`config.mk`:
```
export PLATFORM = sky130hd
export DESIGN_NAME = pc_call_stack_flat
export DESIGN_NICKNAME = d
export VERILOG_FILES = /design/src/rtl/pc_call_stack_if.sv /design/src/rtl/pc_call_stack.sv /design/src/flat_wrapper.sv
export SDC_FILE = /design/constraint.sdc
export NUM_CORES = 1
export LEC_CHECK = 0
export BUFFER_PORTS_ARGS = -buffer_cell sky130_fd_sc_hd__buf_2
export CORE_ASPECT_RATIO = 0.5
export CORE_MARGIN = 2
export CORE_UTILIZATION = 56
export CTS_BUF_LIST = sky130_fd_sc_hd__clkbuf_2
export DETAILED_ROUTE_END_ITERATION = 10
export MAX_ROUTING_LAYER = met4
export PLACE_DENSITY = 0.78
export SLEW_MARGIN = 5
export SYNTH_ARGS = -nofsm -noshare
export SYNTH_HDL_FRONTEND = slang
export SYNTH_SLANG_ARGS = --single-unit
```
`constraint.sdc`:
```
create_clock -name clk -period 2.8 [get_ports clk]
set_input_delay 0.56 -clock clk [delete_from_list [all_inputs] [get_ports clk]]
set_output_delay 0.56 -clock clk [all_outputs]
set_load 0.02 [all_outputs]
```
`src/rtl/pc_call_stack_if.sv`:
```
// Request/status bundle between control decode and the pc_call_stack program counter.
interface pc_call_stack_if #(
    parameter int unsigned DATA_WIDTH  = 16,
    parameter int unsigned STACK_DEPTH = 8
);
    localparam int unsigned SP_W = $clog2(STACK_DEPTH + 1);

    logic                  load;
    logic                  incr;
    logic                  call;
    logic                  ret;
    logic                  clr_flags;
    logic [DATA_WIDTH-1:0] pc_in;
    logic [DATA_WIDTH-1:0] pc_out;
    logic [DATA_WIDTH-1:0] tos_out;
    logic [SP_W-1:0]       sp_out;
    logic                  stack_empty;
    logic                  stack_full;
    logic                  ovf;
    logic                  udf;

    modport master (
        output load, incr, call, ret, clr_flags, pc_in,
        input  pc_out, tos_out, sp_out, stack_empty, stack_full, ovf, udf
    );

    modport slave (
        input  load, incr, call, ret, clr_flags, pc_in,
        output pc_out, tos_out, sp_out, stack_empty, stack_full, ovf, udf
    );
endinterface

```
`src/rtl/pc_call_stack.sv`:
```
// Hack CPU program counter with hardware call/return LIFO and sticky ovf/udf status.
// Optional macro PC_FAULT_TRAP_EN: faulting call/ret also vectors pc_out to TRAP_ADDR.
module pc_call_stack #(
    parameter int unsigned          DATA_WIDTH  = 16,
    parameter int unsigned          STACK_DEPTH = 8,
    parameter logic [DATA_WIDTH-1:0] TRAP_ADDR  = '0
) (
    input  logic             clk,
    input  logic             rst,
    pc_call_stack_if.slave   bus
);
    localparam int unsigned SP_W  = $clog2(STACK_DEPTH + 1);
    localparam int unsigned IDX_W = $clog2(STACK_DEPTH);

`ifdef PC_FAULT_TRAP_EN
    localparam bit TRAP_EN = 1'b1;
`else
    localparam bit TRAP_EN = 1'b0;
`endif

    logic [DATA_WIDTH-1:0] stack_q [STACK_DEPTH];

    logic [DATA_WIDTH-1:0] pc_q,  pc_nxt;
    logic [DATA_WIDTH-1:0] tos_q, tos_nxt;
    logic [SP_W-1:0]       sp_q,  sp_nxt;
    logic                  empty_q, full_q;
    logic                  ovf_q, ovf_nxt;
    logic                  udf_q, udf_nxt;
    logic                  push_c;
    logic [DATA_WIDTH-1:0] ret_addr_c;

    assign ret_addr_c = pc_q + DATA_WIDTH'(1);

    // Next-state: priority ret > call > load > incr > hold; tos tracked alongside sp.
    always_comb begin
        pc_nxt  = pc_q;
        sp_nxt  = sp_q;
        tos_nxt = tos_q;
        ovf_nxt = ovf_q & ~bus.clr_flags;
        udf_nxt = udf_q & ~bus.clr_flags;
        push_c  = 1'b0;

        if (bus.ret) begin
            if (empty_q) begin
                udf_nxt = 1'b1;
                if (TRAP_EN) pc_nxt = TRAP_ADDR;
            end else begin
                pc_nxt = tos_q;
                sp_nxt = sp_q - SP_W'(1);
                if (sp_q >= SP_W'(2)) tos_nxt = stack_q[IDX_W'(sp_q - SP_W'(2))];
                else                  tos_nxt = '0;
            end
        end else if (bus.call) begin
            pc_nxt = bus.pc_in;
            if (full_q) begin
                ovf_nxt = 1'b1;
                if (TRAP_EN) pc_nxt = TRAP_ADDR;
            end else begin
                push_c  = 1'b1;
                sp_nxt  = sp_q + SP_W'(1);
                tos_nxt = ret_addr_c;
            end
        end else if (bus.load) begin
            pc_nxt = bus.pc_in;
        end else if (bus.incr) begin
            pc_nxt = ret_addr_c;
        end
    end

    // Control/status registers; reset overrides every request.
    always_ff @(posedge clk) begin
        if (rst) begin
            pc_q    <= '0;
            sp_q    <= '0;
            tos_q   <= '0;
            empty_q <= 1'b1;
            full_q  <= 1'b0;
            ovf_q   <= 1'b0;
            udf_q   <= 1'b0;
        end else begin
            pc_q    <= pc_nxt;
            sp_q    <= sp_nxt;
            tos_q   <= tos_nxt;
            empty_q <= (sp_nxt == '0);
            full_q  <= (sp_nxt == SP_W'(STACK_DEPTH));
            ovf_q   <= ovf_nxt;
            udf_q   <= udf_nxt;
        end
    end

    // Return-address storage: no reset, written only on a successful push.
    always_ff @(posedge clk) begin
        if (!rst && push_c) begin
            stack_q[IDX_W'(sp_q)] <= ret_addr_c;
        end
    end

    assign bus.pc_out      = pc_q;
    assign bus.tos_out     = tos_q;
    assign bus.sp_out      = sp_q;
    assign bus.stack_empty = empty_q;
    assign bus.stack_full  = full_q;
    assign bus.ovf         = ovf_q;
    assign bus.udf         = udf_q;

endmodule

```
`src/flat_wrapper.sv`:
```
// flat-port wrapper written by rule: the top's interface ports become plain ports
module pc_call_stack_flat 
#(
    parameter int unsigned          DATA_WIDTH  = 16,
    parameter int unsigned          STACK_DEPTH = 8,
    parameter logic [DATA_WIDTH-1:0] TRAP_ADDR  = '0
)
  (clk, rst, bus_load, bus_incr, bus_call, bus_ret, bus_clr_flags, bus_pc_in, bus_pc_out, bus_tos_out, bus_sp_out, bus_stack_empty, bus_stack_full, bus_ovf, bus_udf);
  pc_call_stack_if #(.DATA_WIDTH(DATA_WIDTH), .STACK_DEPTH(STACK_DEPTH)) bus_i ();
  input  logic clk;
  input  logic rst;
  input wire logic [$bits(bus_i.load)-1:0] bus_load;
  input wire logic [$bits(bus_i.incr)-1:0] bus_incr;
  input wire logic [$bits(bus_i.call)-1:0] bus_call;
  input wire logic [$bits(bus_i.ret)-1:0] bus_ret;
  input wire logic [$bits(bus_i.clr_flags)-1:0] bus_clr_flags;
  input wire logic [$bits(bus_i.pc_in)-1:0] bus_pc_in;
  output wire logic [$bits(bus_i.pc_out)-1:0] bus_pc_out;
  output wire logic [$bits(bus_i.tos_out)-1:0] bus_tos_out;
  output wire logic [$bits(bus_i.sp_out)-1:0] bus_sp_out;
  output wire logic [$bits(bus_i.stack_empty)-1:0] bus_stack_empty;
  output wire logic [$bits(bus_i.stack_full)-1:0] bus_stack_full;
  output wire logic [$bits(bus_i.ovf)-1:0] bus_ovf;
  output wire logic [$bits(bus_i.udf)-1:0] bus_udf;
  assign bus_i.load = bus_load;
  assign bus_i.incr = bus_incr;
  assign bus_i.call = bus_call;
  assign bus_i.ret = bus_ret;
  assign bus_i.clr_flags = bus_clr_flags;
  assign bus_i.pc_in = bus_pc_in;
  assign bus_pc_out = bus_i.pc_out;
  assign bus_tos_out = bus_i.tos_out;
  assign bus_sp_out = bus_i.sp_out;
  assign bus_stack_empty = bus_i.stack_empty;
  assign bus_stack_full = bus_i.stack_full;
  assign bus_ovf = bus_i.ovf;
  assign bus_udf = bus_i.udf;
  pc_call_stack #(.DATA_WIDTH(DATA_WIDTH), .STACK_DEPTH(STACK_DEPTH), .TRAP_ADDR(TRAP_ADDR)) u_core (.clk(clk), .rst(rst), .bus(bus_i));
endmodule
```
==> impl_metrics.ini <==
[timing]
min_period_over_period_pct = 83.0
fin_ws_ns = 0.477
hold_viol_final = 0
finalCriticalPeriod_ns = 2.32
fmax_mhz = 431
maxSlewHeadroom_pct = 28.5
fin_tns_setup_ns = 0
hold_slack_ns = 0.137
setup_viol = 0
rsz0062_at_grt = false
drv_slew = 0
worstMarginPinSlew_ns = 1.07
fin_skew_ns = 0.0364

[floorplan]
rows = 29
die-area_sq_um = 14500
ios = 63
die_w_um = 168
fp.coreArea_sq_um = 12900
initial_core_util_pct = 58.5
fp.dieH_um = 86.0

[cells_and_area]
drive_gt1_share_pct = 27.9
synthToLayoutAreaGrowth_pct = 12.0
fillCellCount = 916
final_util_pct = 65.5
diodes = 0
nets = 657

[pwr]
leakagePower_uw = 0.00306
finalPower_uw = 5970
cellPowerDensity_nw_per_um2 = 707
ir_worst_vdd_mv = 0.342

[synth]
synth.most_common_cell = edfxtp_1
synth_edf_count = 128
synthFlopType = edfxtp_1
ys_seq_elements = 168
synth_top_area_share_pct = 51.0
yosysSeqAreaShare_pct = 61.7
async_flop_share_pct = 0
yosysTopAreaCell = edfxtp_1
yosys-mux-area-fraction_pct = 11.2
synthXorXnorAreaFrac_pct = 1.51
avgSynthCellArea_sq_um = 13.9
ys_types = 74
syn_area_sq_um = 7530
synth_compound_area_share_pct = 11.1
syn-num-nets = 575
ys_warn_count = 0
synth_top_family_by_area = multiplexers
syn_inst = 543
synthTopCellsByArea = edfxtp_1 (51%), dfxtp_1 (11%), mux4_2 (7.8%), mux2i_1 (2.8%), o21ai_0 (2.3%)
yosys-top-cells-count = edfxtp_1 (128), dfxtp_1 (40), o21ai_0 (35)
synth_fa_ha_area_share_pct = 1.49
synth-simple-area-share_pct = 10.2

[grt]
grt_pass1_vias = 4746
grt.overflow.total = 0
antenna_found_initial = 0
grt_max_degree = 35
grt_use_total_pct = 27.4
grt_pass1_wl_um = 28200

[route]
vias = 5245
wl_per_cell_um = 22.9
wl_um = 18500
ant_nets = 0
initialDrtViolationCount = 785
viasPerCell = 6.49
drcViolationCount = 0
first_pass_iters = 5

[worst_setup_path]
crit_chain = buf_4 -> buf_2
startpoint = u_core.bus.sp_out[1]$_SDFF_PP0_
crit_required_ns = 2.24
endpoint_kind = primary output
rr_startpoint = u_core.bus.pc_out[0]$_SDFFE_PP0P_
path_class = reg2out
cpPeakStageDelay_ns = 0.40
startpoint_type = flip-flop
path_delay_family = buffers and inverters
cp_max_fo = 34
cp_slowest_cell = buf_4
worstPathArrival_ns = 1.76
critPathBufInv = 2

[clocking]
numCtsBuffers = 17
cts_tree = yes
cts_sinks = 168
h-tree-depth = 4
clk_pin_slew_ns = 0.29
cts-root-to-sink-buffers = 2
cts_root_buf = clkbuf_2
clock_latency_ns = 0.74
post_cts_resize_count = 0

[placement]
dp_hpwl_um = 12900
place_ws_ns = 0.372
numPortBuffers = 62
place_congestion = 0.900

[outcome]
status = complete, no violations

[min_path]
hold_path_class = in2reg
min_from = bus_pc_in[2]

[job]
drv_cap = 0
final cells by class:
| type | instances | area (sq um) | area share, % |
|---|---|---|---|
| Sequential cell | 168 | 4650 | 55.1 |
| Multi-Input combinational cell | 327 | 2680 | 31.7 |
| Timing Repair Buffer | 100 | 623 | 7.38 |
| Tap cell | 170 | 213 | 2.52 |
| Clock inverter | 15 | 153 | 1.81 |
| Clock buffer | 17 | 85.1 | 1.01 |
| Inverter | 11 | 41.3 | 0.489 |
power by group:
part	leakage (uW)	internal, uW	switching (uW)
Sequential	0.00151	2870	156
Clock	0.000141	291	974
Combinational	0.00141	687	993
Total	0.00306	3850	2120
metrics by stage:
step / std cells / instance area [sq um]
after global placement: 775 / 8190
after floorplan: 543 / 7540
final: 808 / 8440
after detailed placement: 775 / 8190
after global routing: 808 / 8440
after CTS: 807 / 8430
per-layer routing:
metal | share of wire [%] | track usage [%]
met1 | 45 | 41.2
met2 | 42 | 37.0
met3 | 12 | 7.20
met4 | 0.78 | 6.40
met5 | 0 | -
state kept, by name, indices dropped and copies added (netlist names):
name                    count
u_core.bus.stack_empty      1
u_core.bus.ovf              1
u_core.bus.tos_out         16
u_core.bus.stack_full       1
u_core.stack_q            128
u_core.bus.pc_out          16
u_core.bus.udf              1
u_core.bus.sp_out           4
path summary, 6_finish.rpt:
kind | endpoint | slack (ns) | cells past startpoint
worst min-delay path | u_core.bus.pc_out[2]$_SDFFE_PP0P_ | 0.14 | 4
worst max-delay path | bus_sp_out[1] | 0.48 | 2
worst max register to register | u_core.stack_q[7][10]$_DFFE_PP_ | 0.50 | 4
worst min register to register | u_core.bus.udf$_SDFF_PP0_ | 0.48 | 2
layout by cell type (no fill, tap or decap), drive strengths merged, types with 10 or more instances in the layout:
master | synthesis | final
a21oi | 19 | 19
clkbuf | 17 | 17
nand2 | 31 | 31
mux4 | 26 | 26
and3 | 10 | 10
nor2 | 24 | 24
mux2i | 21 | 21
buf | 20 | 99
inv | 11 | 20
nor4 | 10 | 10
o21ai | 36 | 36
edfxtp | 128 | 128
dfxtp | 40 | 40
cells by family (layout without fill, tap and decap cells):
kind of cell,count (synthesis),in the layout
flops,168,168
xor+xnor,13,13
mux,51,51
fa+ha+maj,9,9
compound gates,122,122
buf+inv,48,143
simple gates,132,132
what timing repair did:
item,in CTS,in global routing
endpoints found under the setup margin,0,0
endpoints found under the hold margin,0,1
hold buffers,0,1
setup buffers,0,0
worst register-to-register path: stages, from the launching register on:
cell and delay (ns):
dfxtp_1 0.60, ha_1 0.30, nand3_2 0.23, or4_1 0.60
nand2_1 0.33
Power figures use the tool's default switching activity.
